--- config.mk ---
export PLATFORM = sky130hd
export DESIGN_NAME = mult4_seq_ctrl
export DESIGN_NICKNAME = d
export VERILOG_FILES = /design/src/rtl/mult4_seq_pkg.sv /design/src/rtl/mult4_seq_idx_cnt.sv /design/src/rtl/mult4_seq_ctrl.sv
export SDC_FILE = /design/constraint.sdc
export NUM_CORES = 1
export LEC_CHECK = 0
export ABC_AREA = 1
export CAP_MARGIN = 20
export CORE_AREA = 2 2 149 78
export CTS_CLUSTER_DIAMETER = 30
export DETAILED_ROUTE_END_ITERATION = 10
export DIE_AREA = 0 0 151 80
export PLACE_DENSITY_LB_ADDON = 0.2
export REMOVE_ABC_BUFFERS = 1
export SLEW_MARGIN = 20
export SYNTH_ARGS = -nofsm -noshare
export SYNTH_HDL_FRONTEND = slang
export SYNTH_SLANG_ARGS = --single-unit
--- constraint.sdc ---
create_clock -name clk -period 3.3 [get_ports clk]
set_input_delay 0.825 -clock clk [delete_from_list [all_inputs] [get_ports clk]]
set_output_delay 0.825 -clock clk [all_outputs]
set_load 0.01 [all_outputs]
--- src/rtl/mult4_seq_pkg.sv ---
// Shared types and helpers for the nibble-serial multiplier sequencer.
// Optional build macro used by the RTL: MULT4_SEQ_ZERO_SKIP_EN.
package mult4_seq_pkg;

  typedef enum logic [1:0] {
    IDLE = 2'd0,
    CALC = 2'd1,
    DONE = 2'd2
  } state_e;

  localparam int CORE_W  = 4;
  localparam int CORE_OW = 8;

  function automatic int nib_count(input int n);
    return n / CORE_W;
  endfunction

  // A single-nibble operand still needs a 1-bit index so that ports stay legal.
  function automatic int idx_width(input int nib);
    return (nib > 1) ? $clog2(nib) : 1;
  endfunction

endpackage

--- src/rtl/mult4_seq_idx_cnt.sv ---
// 2-D nibble index counter (i = row over a, j = column over b) with end flags.
// With MULT4_SEQ_ZERO_SKIP_EN defined, skip_row_i retires a whole row in one step.
module mult4_seq_idx_cnt
  import mult4_seq_pkg::*;
#(
  parameter int NIB = 2,
  localparam int IW = idx_width(NIB)
) (
  input  logic          clk,
  input  logic          rst_n,
  input  logic          clr_i,
  input  logic          en_i,
`ifdef MULT4_SEQ_ZERO_SKIP_EN
  input  logic          skip_row_i,
`endif
  output logic [IW-1:0] i_o,
  output logic [IW-1:0] j_o,
  output logic          row_last_o,
  output logic          last_o
);

  logic [IW-1:0] i_q, i_d;
  logic [IW-1:0] j_q, j_d;

  assign row_last_o = (i_q == IW'(NIB - 1));
  assign last_o     = row_last_o && (j_q == IW'(NIB - 1));
  assign i_o        = i_q;
  assign j_o        = j_q;

  always_comb begin
    // NOTE: every comb output gets a default first, so no path leaves it unassigned and no latch is inferred.
    i_d = i_q;
    j_d = j_q;
    if (clr_i) begin
      i_d = '0;
      j_d = '0;
    end else if (en_i) begin
`ifdef MULT4_SEQ_ZERO_SKIP_EN
      if (skip_row_i) begin
        i_d = row_last_o ? '0 : i_q + 1'b1;
        j_d = '0;
      end else
`endif
      if (j_q == IW'(NIB - 1)) begin
        i_d = row_last_o ? '0 : i_q + 1'b1;
        j_d = '0;
      end else begin
        j_d = j_q + 1'b1;
      end
    end
  end

  always_ff @(posedge clk or negedge rst_n) begin
    if (!rst_n) begin
      i_q <= '0;
      j_q <= '0;
    end else begin
      // NOTE: sequential state uses non-blocking assignments so every register samples pre-edge values.
      i_q <= i_d;
      j_q <= j_d;
    end
  end

endmodule

--- src/rtl/mult4_seq_ctrl.sv ---
// N x N unsigned multiplier sequencer time-sharing one external 4x4 core.
// Optional build macro: MULT4_SEQ_ZERO_SKIP_EN (zero-operand and zero-row skipping).
module mult4_seq_ctrl
  import mult4_seq_pkg::*;
#(
  parameter int N = 8
) (
  input  logic                 clk,
  input  logic                 rst_n,
  input  logic                 in_valid,
  output logic                 in_ready,
  input  logic [N-1:0]         in_a,
  input  logic [N-1:0]         in_b,
  output logic                 out_valid,
  input  logic                 out_ready,
  output logic [2*N-1:0]       out_p,
  output logic                 busy,
  output logic [CORE_W-1:0]    core_x,
  output logic [CORE_W-1:0]    core_y,
  input  logic [CORE_OW-1:0]   core_o
);

  localparam int NIB = nib_count(N);
  localparam int IW  = idx_width(NIB);
  localparam int PW  = 2 * N;

  state_e        state_q, state_d;
  logic [N-1:0]  a_q, a_d, b_q, b_d;
  logic [PW-1:0] acc_q, acc_d;

  logic [IW-1:0]     i_idx, j_idx;
  logic              row_last, last;
  logic              accept;
  logic [CORE_W-1:0] nib_a, nib_b;

  assign accept = in_valid && (state_q == IDLE);
  assign nib_a  = a_q[CORE_W*i_idx +: CORE_W];
  assign nib_b  = b_q[CORE_W*j_idx +: CORE_W];

`ifdef MULT4_SEQ_ZERO_SKIP_EN
  logic row_zero, zero_op;
  assign row_zero = (nib_a == '0);
  assign zero_op  = (in_a == '0) || (in_b == '0);
`endif

  mult4_seq_idx_cnt #(.NIB(NIB)) u_idx (
    .clk        (clk),
    .rst_n      (rst_n),
    .clr_i      (accept),
    .en_i       (state_q == CALC),
`ifdef MULT4_SEQ_ZERO_SKIP_EN
    .skip_row_i (row_zero),
`endif
    .i_o        (i_idx),
    .j_o        (j_idx),
    .row_last_o (row_last),
    .last_o     (last)
  );

  always_ff @(posedge clk or negedge rst_n) begin
    if (!rst_n) begin
      state_q <= IDLE;
      a_q     <= '0;
      b_q     <= '0;
      acc_q   <= '0;
    end else begin
      state_q <= state_d;
      a_q     <= a_d;
      b_q     <= b_d;
      acc_q   <= acc_d;
    end
  end

  always_comb begin
    state_d = state_q;
    case (state_q)
      IDLE: begin
        if (accept) begin
`ifdef MULT4_SEQ_ZERO_SKIP_EN
          state_d = zero_op ? DONE : CALC;
`else
          state_d = CALC;
`endif
        end
      end
      CALC: begin
`ifdef MULT4_SEQ_ZERO_SKIP_EN
        if (row_zero && row_last) state_d = DONE;
        else
`endif
        if (last) state_d = DONE;
      end
      DONE:    if (out_ready) state_d = IDLE;
      default: state_d = IDLE;
    endcase
  end

  // Partial product lands at nibble weight i+j; the running sum never exceeds 2N bits.
  always_comb begin
    a_d   = a_q;
    b_d   = b_q;
    acc_d = acc_q;
    if (accept) begin
      a_d   = in_a;
      b_d   = in_b;
      acc_d = '0;
    end else if (state_q == CALC
`ifdef MULT4_SEQ_ZERO_SKIP_EN
                 && !row_zero
`endif
                ) begin
      acc_d = acc_q + (PW'(core_o) << (CORE_W * (int'(i_idx) + int'(j_idx))));
    end
  end

  always_comb begin
    in_ready  = (state_q == IDLE);
    out_valid = (state_q == DONE);
    busy      = (state_q == CALC) || (state_q == DONE);
    core_x    = (state_q == CALC) ? nib_a : '0;
    core_y    = (state_q == CALC) ? nib_b : '0;
    out_p     = acc_q;
  end

endmodule
### Word-level counts from Yosys, hierarchy flattened

Cells that the tools add are included.

| operators by class | value |
|---|---|
| reductions and logical operators | 8 |
| shifts and indexed selects | 3 |
| add/subtract/negate cells | 4 |
| muxes and demuxes | 15 |
| equal/unequal tests | 5 |

Operator list:

| operator | count |
|---|---|
| $mux W16 | 2 |
| $add A16 B16 Y16 | 1 |
| $shiftx A8 B4 Y4 | 2 |
| $shl A8 B4 Y16 | 1 |
| $mux W4 | 2 |
| $mux W1 | 7 |
| $mux W2 | 3 |
| $pmux W2 S3 | 1 |
| $ne A2 B1 Y1 const B | 2 |
| $reduce_bool A2 Y1 | 2 |
| $reduce_and A3 Y1 | 1 |
| $add A1 B1 Y1 const B | 2 |
| $add A1 B1 Y2 | 1 |
| $eq A2 B1 Y1 const B | 1 |
| $eq A2 B2 Y1 const B | 1 |
| $logic_and A1 B1 Y1 | 2 |
| $logic_not A2 Y1 | 1 |
| $ne A2 B2 Y1 const B | 1 |
| $reduce_and A2 Y1 | 1 |
| $logic_or A1 B1 Y1 | 1 |

| word-level totals | value |
|---|---|
| word-level logic and storage cells | 41 |
| bits in registers | 36 |
| output and inout port bits | 27 |

### Longest topological paths before layout

| logic depth | value |
|---|---|
| depth after elaboration | 5 |
| depth in mapped cells | 17 |
| depth with buffers taken out | 16 |

### Cells and area by module

A second synthesis with hierarchy kept.

| unflattened totals | value |
|---|---|
| cells, all modules | 419 |
| area total of the unflattened synthesis | 2696.3 um^2 |

Modules (own cells, without submodules):

| module | instances | cells each | area each (um^2) |
|---|---|---|---|
| mult4_seq_ctrl | 1 | 405 | 2596.2 |
| mult4_seq_idx_cnt | 1 | 14 | 100.1 |

### Worst setup path after synthesis

OpenSTA, ideal clock, no wires.

| path | value |
|---|---|
| kind | register to register |
| start | register u_idx.i_q, in the netlist u_idx.i_o |
| end | register acc_q[12], in the netlist out_p[12] |
| library setup time | 117 ps |
| path buffers | 1 |
| slack | 788 ps |
| period minus slack after synthesis | 2512 ps |
| arrival time | 2395 ps |
| stages on the path, launching flop included | 16 |
| cell sequence | dfrtp_1 -> ha_1 -> or2_2 -> clkbuf_1 -> nor2_1 -> ha_1 -> inv_1 -> fa_1 -> inv_1 -> nand3_1 -> nand3_1 -> nand3_1 -> nand3_1 -> nand2_1 -> nand3_1 -> nand2_1 |

| on the way | value |
|---|---|
| word-level cells in the longest chain between the ends | 5 |

Ends and longest elaborated chain:

| item | line | text |
|---|---|---|
| start: declaration | mult4_seq_idx_cnt.sv:22 | `logic [IW-1:0] i_q, i_d;` |
| start signal: assignment | mult4_seq_idx_cnt.sv:59 | `i_q <= i_d;` |
| $add A1 B1 Y2 | mult4_seq_ctrl.sv:112 | `acc_d = acc_q + (PW'(core_o) << (CORE_W * (int'(i_idx) + int'(j_idx))));` |
| $shl A8 B4 Y16 | mult4_seq_ctrl.sv:112 |  |
| $add A16 B16 Y16 | mult4_seq_ctrl.sv:112 |  |
| $mux W16 | mult4_seq_ctrl.sv:107 | `end else if (state_q == CALC` |
| $mux W16 | mult4_seq_ctrl.sv:103 | `if (accept) begin` |
| end signal: assignment | mult4_seq_ctrl.sv:65 | `acc_q <= '0;` |
| end signal: assignment | mult4_seq_ctrl.sv:70 | `acc_q <= acc_d;` |
| end: declaration | mult4_seq_ctrl.sv:29 | `logic [PW-1:0] acc_q, acc_d;` |

No other way between the ends. The select of a mux whose other input is x is not followed.
A chain may end at the register's enable or synchronous reset.

### Worst setup path in the final report

| path | value |
|---|---|
| start | register state_q[1] |
| end | output port core_y[0] |

| on the way | value |
|---|---|
| word-level cells in the longest chain between the ends | 2 |

Ends and longest elaborated chain:

| item | line | text |
|---|---|---|
| start: declaration | mult4_seq_ctrl.sv:27 | `state_e state_q, state_d;` |
| start signal: assignment | mult4_seq_ctrl.sv:67 | `state_q <= state_d;` |
| $eq A2 B1 Y1 | mult4_seq_ctrl.sv:121 | `core_y = (state_q == CALC) ? nib_b : '0;` |
| $mux W4 | mult4_seq_ctrl.sv:121 |  |
| end: declaration | mult4_seq_ctrl.sv:19 | `output logic [CORE_W-1:0] core_y,` |

No other way between the ends.

==> impl_metrics.prom <==
# TYPE chip_impl_metric gauge
chip_impl_info{name="status",value="finished clean"} 1
chip_impl_metric{name="fin_tns_setup",unit="ns"} 0
chip_impl_metric{name="synth_sequential_area_ratio",unit="%"} 33.9
chip_impl_metric{name="ctsResizeCount",unit=""} 0
chip_impl_metric{name="postLayoutSetupSlackWorst",unit="ns"} 0.396
chip_impl_metric{name="syn_area_per_cell",unit="um^2"} 6.48
chip_impl_metric{name="htreeDepth",unit=""} 2
chip_impl_metric{name="post_synth_num_cell_types",unit=""} 30
chip_impl_info{name="combinational_family_with_the_most_area_after_synthesis",value="simple AND/OR/NAND/NOR gates"} 1
chip_impl_metric{name="final_layout_size_suffix_gt1_share",unit="%"} 4.50
chip_impl_metric{name="p_sw_share",unit="%"} 48.5
chip_impl_metric{name="multiplexer_fraction_of_the_synthesized_cell_area",unit="%"} 0
chip_impl_metric{name="cts-hold-fix-buffers",unit=""} 0
chip_impl_metric{name="cp_data_required_time",unit="ns"} 2.47
chip_impl_metric{name="slew-limit-headroom",unit="%"} 40.8
chip_impl_metric{name="core",unit="um^2"} 10700
chip_impl_info{name="crit_path_end_kind",value="output port"} 1
chip_impl_metric{name="synth_xor_xnor_area_share",unit="%"} 0.329
chip_impl_metric{name="net-switching-power",unit="mW"} 1.73
chip_impl_metric{name="ir_worst_vdd",unit="uV"} 316
chip_impl_metric{name="leakagePower",unit="nW"} 1.91
chip_impl_metric{name="pin_count",unit=""} 55
chip_impl_metric{name="skew",unit="ns"} 0.00758
chip_impl_metric{name="synth.yosys.warnings",unit=""} 0
chip_impl_metric{name="drt-pass1-iter-count",unit=""} 6
chip_impl_metric{name="cts-root-to-sink-buffers",unit=""} 2
chip_impl_metric{name="die_h",unit="um"} 80
chip_impl_metric{name="global_route.usage.total",unit="%"} 14.6
chip_impl_metric{name="die_width",unit="um"} 151
chip_impl_metric{name="detailroute.via_count",unit=""} 2647
chip_impl_metric{name="hold-path-cell-count",unit=""} 2
chip_impl_metric{name="worst_margin_pin_slew",unit="ns"} 0.888
chip_impl_metric{name="intPower",unit="mW"} 1.83
chip_impl_metric{name="report.final.slew_viol_count",unit=""} 0
chip_impl_metric{name="number_of_hold_slack_violations_in_the_final_timing_report",unit=""} 0
chip_impl_info{name="synth_flop_cell",value="sky130_fd_sc_hd__dfrtp_1"} 1
chip_impl_metric{name="vias_in_the_first_global_route",unit=""} 2475
chip_impl_metric{name="final-seq-area",unit="um^2"} 901
chip_impl_metric{name="synth-edff-count",unit=""} 0
chip_impl_metric{name="synth_compound_gate_area_share",unit="%"} 7.85
chip_impl_metric{name="cts_made_buffers",unit=""} 5
chip_impl_metric{name="area.growth.synth_to_final",unit="%"} 32.1
chip_impl_metric{name="numClockSinks",unit=""} 36
chip_impl_metric{name="yosys_reg_bits",unit=""} 36
chip_impl_metric{name="total_power_per_unit_cell_area",unit="nW/um^2"} 1010
chip_impl_info{name="hold_path.startpoint",value="a_q[3]"} 1
chip_impl_metric{name="drv_cap",unit=""} 0
chip_impl_metric{name="port_buffers",unit=""} 54
chip_impl_metric{name="power.share.clock",unit="%"} 15.8
chip_impl_metric{name="drt_iter0_markers",unit=""} 161
chip_impl_metric{name="antenna_left",unit=""} 0
chip_impl_metric{name="combPwrFrac",unit="%"} 62.6
chip_impl_metric{name="worstRegToRegCells",unit=""} 14
chip_impl_metric{name="cts.reportedPaths.clkPinSlew",unit="ns"} 0.06
chip_impl_metric{name="route.detailed.vias_per_inst",unit=""} 4.33
chip_impl_metric{name="drc",unit=""} 0
chip_impl_metric{name="grt_remaining_overflow",unit=""} 0
chip_impl_metric{name="timing.fmax",unit="GHz"} 0.344
chip_impl_metric{name="antenna_found_initial",unit=""} 0
chip_impl_metric{name="finalWorstPathRequiredPeriod",unit="ns"} 2.90
chip_impl_metric{name="largest_net_degree_at_the_start_of_global_routing",unit=""} 37
chip_impl_metric{name="seqPwrFrac",unit="%"} 21.6
chip_impl_info{name="cts_tree",value="yes"} 1
chip_impl_metric{name="yosys.area_share.simple",unit="%"} 37.9
chip_impl_metric{name="period_share",unit="%"} 88.0
chip_impl_metric{name="hpwlAfterDp",unit="um"} 6340
chip_impl_metric{name="routed_wire_length",unit="um"} 8060
chip_impl_metric{name="place_worst_setup_slack",unit="ns"} 0.359
chip_impl_metric{name="critPathArrivalTime",unit="ns"} 2.08
chip_impl_info{name="critical_path_class",value="reg2out"} 1
chip_impl_info{name="critPathLaunch",value="state_q[1]"} 1
chip_impl_metric{name="yosys.area_share.adder",unit="%"} 9.69
chip_impl_metric{name="number_of_setup_violations_in_the_final_report",unit=""} 0
chip_impl_metric{name="initial_core_util",unit="%"} 24.8
chip_impl_metric{name="worstPathMaxFanout",unit=""} 11
chip_impl_info{name="regToRegStartpoint",value="u_idx.i_o"} 1
chip_impl_metric{name="gp_congestion",unit=""} 0.876
chip_impl_metric{name="antennaDiodeCount",unit=""} 0
chip_impl_metric{name="grt_first_pass_wirelength",unit="um"} 13300
chip_impl_metric{name="post_synth_instance_area",unit="um^2"} 2660
chip_impl_metric{name="finish.utilization",unit="%"} 32.7
chip_impl_metric{name="combined_area_of_the_multi_input_logic_cells",unit="um^2"} 1480
chip_impl_metric{name="whs",unit="ns"} 0.474
chip_impl_metric{name="row_count",unit=""} 27
chip_impl_info{name="setup_repair_after_global_routing_missed_its_margin",value="false"} 1
chip_impl_metric{name="postCtsSetupRepairBufs",unit=""} 0
chip_impl_metric{name="fillers",unit=""} 1183
chip_impl_metric{name="synthesized_instance_count",unit=""} 411
chip_impl_info{name="cts_root_buf",value="sky130_fd_sc_hd__clkbuf_16"} 1
chip_impl_metric{name="synth-async-reset-ratio",unit="%"} 100
chip_impl_info{name="worstSetupStartpointType",value="register"} 1
chip_impl_info{name="timing.hold.worst.class",value="reg2reg"} 1
chip_impl_metric{name="dieArea",unit="um^2"} 12100
chip_impl_metric{name="finish.net_count",unit=""} 514
chip_impl_metric{name="routedWlPerCell",unit="um"} 13.2
chip_impl_metric{name="clkLatencyLatePin",unit="ns"} 0.29
[power by group through the flow]
| stage | combinational [mW] | sequential [mW] | clock (mW) |
|---|---|---|---|
| final | 2.23 | 0.771 | 0.562 |
| after global routing | 2.55 | 0.802 | 0.599 |
| after CTS | 2.23 | 0.773 | 0.579 |
| after detailed placement | 2.22 | 0.779 | 0 |
| after global placement | 2.20 | 0.778 | 0 |
| after floorplan | 1.43 | 0.769 | 0 |
[registers in the layout (all words and copies together), names as in the netlist]
register	cells
a_q	8
b_q	8
state_q	2
u_idx.i_o	1
u_idx.j_o	1
out_p	16
[critical path: stages (launching register included)]
cell	delay [ns]
sky130_fd_sc_hd__dfrtp_1	0.40
sky130_fd_sc_hd__inv_1	0.09
sky130_fd_sc_hd__ha_1	0.44
sky130_fd_sc_hd__o21ai_0	0.15
sky130_fd_sc_hd__nor2_1	0.15
sky130_fd_sc_hd__clkdlybuf4s50_1	0.56
[cells by family after synthesis]
| logic type | after synthesis |
|---|---|
| flops | 36 |
| buf+inv | 69 |
| simple gates | 245 |
| fa+ha+maj | 20 |
| xor+xnor | 1 |
| compound gates | 40 |
[synth_stat cells, types with 2 or more instances]
library cell,count,area share [%]
sky130_fd_sc_hd__nand3_1,21,3.9
sky130_fd_sc_hd__nor2_1,39,5.5
sky130_fd_sc_hd__o21ai_0,25,4.7
sky130_fd_sc_hd__dfrtp_1,36,34
sky130_fd_sc_hd__buf_2,3,0.56
sky130_fd_sc_hd__or2_2,2,0.47
sky130_fd_sc_hd__nand3b_1,2,0.56
sky130_fd_sc_hd__nor2_4,2,0.85
sky130_fd_sc_hd__clkbuf_1,3,0.42
sky130_fd_sc_hd__inv_1,60,8.5
sky130_fd_sc_hd__nor3_1,2,0.38
sky130_fd_sc_hd__nand2_2,2,0.47
sky130_fd_sc_hd__a21oi_1,11,2.1
sky130_fd_sc_hd__nand2_1,169,24
sky130_fd_sc_hd__ha_1,19,8.9
[cell usage in the layout (no fill, tap or decap)]
master	netlist	layout
sky130_fd_sc_hd__a21oi_1	11	11
sky130_fd_sc_hd__a22o_1	1	1
sky130_fd_sc_hd__and2_1	1	1
sky130_fd_sc_hd__buf_2	3	1
sky130_fd_sc_hd__buf_4	1	2
sky130_fd_sc_hd__bufinv_16	0	1
sky130_fd_sc_hd__clkbuf_16	0	5
sky130_fd_sc_hd__clkdlybuf4s50_1	0	53
sky130_fd_sc_hd__clkinv_2	0	1
sky130_fd_sc_hd__clkinvlp_4	0	1
sky130_fd_sc_hd__dfrtp_1	36	36
sky130_fd_sc_hd__fa_1	1	1
sky130_fd_sc_hd__ha_1	19	19
sky130_fd_sc_hd__inv_1	60	60
sky130_fd_sc_hd__inv_4	1	1
sky130_fd_sc_hd__nand2_1	169	169
sky130_fd_sc_hd__nand2_2	2	2
sky130_fd_sc_hd__nand2_4	1	1
sky130_fd_sc_hd__nand3_1	21	21
sky130_fd_sc_hd__nand3_2	1	1
sky130_fd_sc_hd__nand3b_1	2	2
sky130_fd_sc_hd__nand4_1	1	1
sky130_fd_sc_hd__nor2_1	39	39
sky130_fd_sc_hd__nor2_4	2	2
sky130_fd_sc_hd__nor3_1	2	2
sky130_fd_sc_hd__nor3_2	1	1
sky130_fd_sc_hd__o21ai_0	25	25
sky130_fd_sc_hd__o21ai_1	1	1
sky130_fd_sc_hd__o221ai_1	1	1
sky130_fd_sc_hd__o22ai_1	1	1
sky130_fd_sc_hd__or2_1	1	1
sky130_fd_sc_hd__or2_2	2	2
sky130_fd_sc_hd__xor2_1	1	1
[layout make-up]
cell class,instances,area share (%)
multi-input cells,306,42.2
flip-flops and latches,36,25.6
repair buffers,56,15.7
inverters,61,6.58
well taps,145,5.16
clock buffers,5,3.56
clock inverters,3,1.21
[worst paths after layout]
path | endpoint | slack (ns)
min in group asynchronous | out_p[14] | 0.64
setup reg to reg | out_p[12] | 0.51
hold reg to reg | a_q[3] | 0.47
setup / recovery | core_y[0] | 0.40
hold / removal | a_q[3] | 0.47
max in group asynchronous | b_q[5] | 2.08
[metrics by stage]
| step | instance area, um^2 | instances | total power, mW |
|---|---|---|---|
| 5_1_grt | 3520 | 612 | 3.95 |
| 3_5_place_dp | 3350 | 604 | 3.00 |
| 3_3_place_gp | 3350 | 604 | 2.98 |
| 4_1_cts | 3520 | 612 | 3.58 |
| 6_report | 3520 | 612 | 3.56 |
| 2_1_floorplan | 2620 | 403 | 2.20 |
[routing by layer]
metal	GRT usage, %	vias to the layer above	wire length (um)
met2	17.7	56	2780
met3	4.11	5	461
met5	0	-	0
li1	-	1371	-
met1	24.1	1215	4760
met4	3.08	0	57
No activity file was read; power rests on OpenSTA's default activity.
==> RTL edit: new RTL, same settings <==
Add a define of `MULT4_SEQ_ZERO_SKIP_EN`.
--- a/src/rtl/mult4_seq_idx_cnt.sv
+++ b/src/rtl/mult4_seq_idx_cnt.sv
@@ -1,4 +1,6 @@
 // 2-D nibble index counter (i = row over a, j = column over b) with end flags.
 // With MULT4_SEQ_ZERO_SKIP_EN defined, skip_row_i retires a whole row in one step.
+`define MULT4_SEQ_ZERO_SKIP_EN
+
 module mult4_seq_idx_cnt
   import mult4_seq_pkg::*;
Formal check against the unedited RTL: not equivalent (Yosys sat finds a counterexample within 4 cycles, from zero or initial values and one cycle with rst_n low).
==> RTL edit against the original RTL <==
Via count rose by 5.0%. Clock skew shrank 0.0017 ns. Power grew 3.8%. Highest routed layer unchanged. Synthesized cell count up 4.9%. Final area rose by 4.0%. Combinational power increased by 8%. Hold slack improved by 0.0090 ns. Routed wire length is 3.0% higher. Sequential cell count unchanged. Largest power group unchanged. Setup slack got worse by 0.076 ns. Synthesized area up 5.6%. Critical path depth up 9.
==> RTL edit: results (changes against the original RTL) <==
run_status:
  outcome: "completed"  # unchanged
clock_tree:
  htree_levels: 2  # unchanged
  cts_max_path_buffers: 2  # unchanged
  cts_buffers: 5  # unchanged
  clock_latency_ns: 0.28
  ctsResizeCount: 0  # unchanged
  cts_setup_buffers: 0  # unchanged
drt:
  wl_per_cell_um: 13.1  # was 13.2 um
  drt-pass1-iter-count: 5  # was 6
  via_per_inst: 4.39  # was 4.33
  first_iter_violations: 221  # was 161
synth:
  yosysUniqueCellTypes: 28  # was 30
  synth_top_cells_by_count: "nand2_1 (161), inv_1 (67), dfrtp_1 (36), nor2_1 (32)"  # was nand2_1 (169), inv_1 (60), nor2_1 (39), dfrtp_1 (36), o21ai_0 (25)
  synthTopCellsByArea: "dfrtp_1 (32%), nand2_1 (22%), inv_1 (8.9%)"  # was dfrtp_1 (34%), nand2_1 (24%), ha_1 (8.9%)
  async_reset_ff_share_pct: 100  # unchanged
  yosysWarnings: 0  # unchanged
  synth_seq_area_share_pct: 32.1  # was 33.9%
power_and_ir_drop:
  ir_worst_vdd_mv: 0.306  # was 0.316 mV
  p_switching_uw: 1830  # was 1730 uW
  leakagePower_uw: 0.00196  # was 0.00191 uW
timing:
  fin_crit_ns: 2.98  # was 2.90 ns
  finClkSkew_ns: 0.00587  # was 0.00758 ns
  worst_slew_pin_slew_ns: 0.869  # was 0.888 ns
cells_and_area:
  nets: 536  # was 514
  fillCellCount: 1191  # was 1,183
  diodes: 0  # unchanged
  drive_above_1_share_pct: 7.38  # was 4.50%
worst_setup_path:
  worstReg2RegEnd: "out_p[14]"  # was out_p[12]
  critPathCaptureType: "flop"  # was output pin
  crit_fanout: 14  # was 11
  startpoint: "u_idx.i_o"  # was state_q[1]
  regToRegSetupSlack_ns: 0.32  # was 0.51 ns
hold_path:
  holdCritPathClass: "flop to flop"  # unchanged
  hold_path_depth: 2  # unchanged
  worstHoldStart: "a_q[6]"  # was a_q[3]
global_routing:
  grt_usage_pct: 15.1  # was 14.6%
  grt_pass1_wl_um: 13900  # was 13,300 um
  antenna_found_initial: 0  # unchanged
  grt_max_degree: 37  # unchanged
  grt_pass1_vias: 2702  # was 2,475
place:
  place.gp.congestion: 0.930  # was 0.876
  place_area_um2: 3500  # was 3350 um^2
  post-place-ws_ns: 0.245  # was 0.359 ns
  hpwl_um: 6740  # was 6340 um
  port_buffers: 54  # unchanged
## RTL edit: cell types whose count changed in the layout (fill, tap and decap cells not counted), sizes merged, moves of 2 or more
cell	delta
o22ai	+2
clkbuf	+2
nor2	-6
inv	+9
nor3	+4
nand2	+5
xnor2	+4
o21ai	+4
## RTL edit: kinds of logic (layout without fill, tap and decap cells)
family          after synthesis  in the layout  synth area share [%]
simple gates                246            246                  37.2
compound gates               46             46                  8.68
xor+xnor                      6              6                  1.87
buf+inv                      77            134                  11.0
flops                        36             36                  32.1
fa+ha+maj                    20             20                  9.17
## RTL edit: area by class of cell
type	instances	area (um^2)	share of cell area (%)
Clock buffer	7	153	4.18
Sequential cell	36	901	24.6
Tap cell	145	181	4.96
Multi-Input combinational cell	318	1600	43.7
Timing Repair Buffer	56	551	15.1
Inverter	71	272	7.43
## RTL edit: worst min path at each step
| stage | end | slack [ns] |
|---|---|---|
| after global placement | a_q[1] | 0.47 |
| after CTS | a_q[1] | 0.49 |
| final | a_q[6] | 0.48 |
| after floorplan | b_q[3] | 0.44 |
| after detailed placement | a_q[1] | 0.47 |
| after global routing | b_q[3] | 0.50 |
## RTL edit: metrics by stage
step	hold slack [ns]	std cells	total power [uW]	utilization, %
after global routing	0.496	633	4090	34.0
after global placement	0.471	626	3180	32.6
after CTS	0.487	633	3720	34.0
after floorplan	0.444	425	2380	-
after detailed placement	0.472	626	3200	32.6
final	0.483	633	3690	34.0
## RTL edit: power groups by stage
stage / logic (uW) / registers, uW / clock network [uW]
after floorplan: 1610 / 778 / 0
after global placement: 2380 / 800 / 0
after global routing: 2730 / 819 / 535
after detailed placement: 2390 / 801 / 0
after CTS: 2410 / 795 / 514
final: 2400 / 792 / 499
## RTL edit: routing by layer
layer / part of all wire (%) / vias up / track usage, %
met5: 0 / - / 0
met4: 0.43 / 0 / 1.96
met3: 8.1 / 4 / 4.91
met2: 36 / 75 / 19.5
met1: 56 / 1256 / 23.8
li1: - / 1445 / -
## RTL edit: worst max-delay path, stage by stage (launching register included)
cell,delay [ns]
dfrtp_1,0.46
ha_1,0.48
or2_2,0.42
nor2_1,0.13
ha_1,0.20
inv_1,0.06
fa_1,0.40
inv_1,0.09
nand2_1,0.06
nand3_1,0.21
nand2_1,0.12
nand2_1,0.08
nand2_1,0.05
nand3_1,0.07
nand2_1,0.05
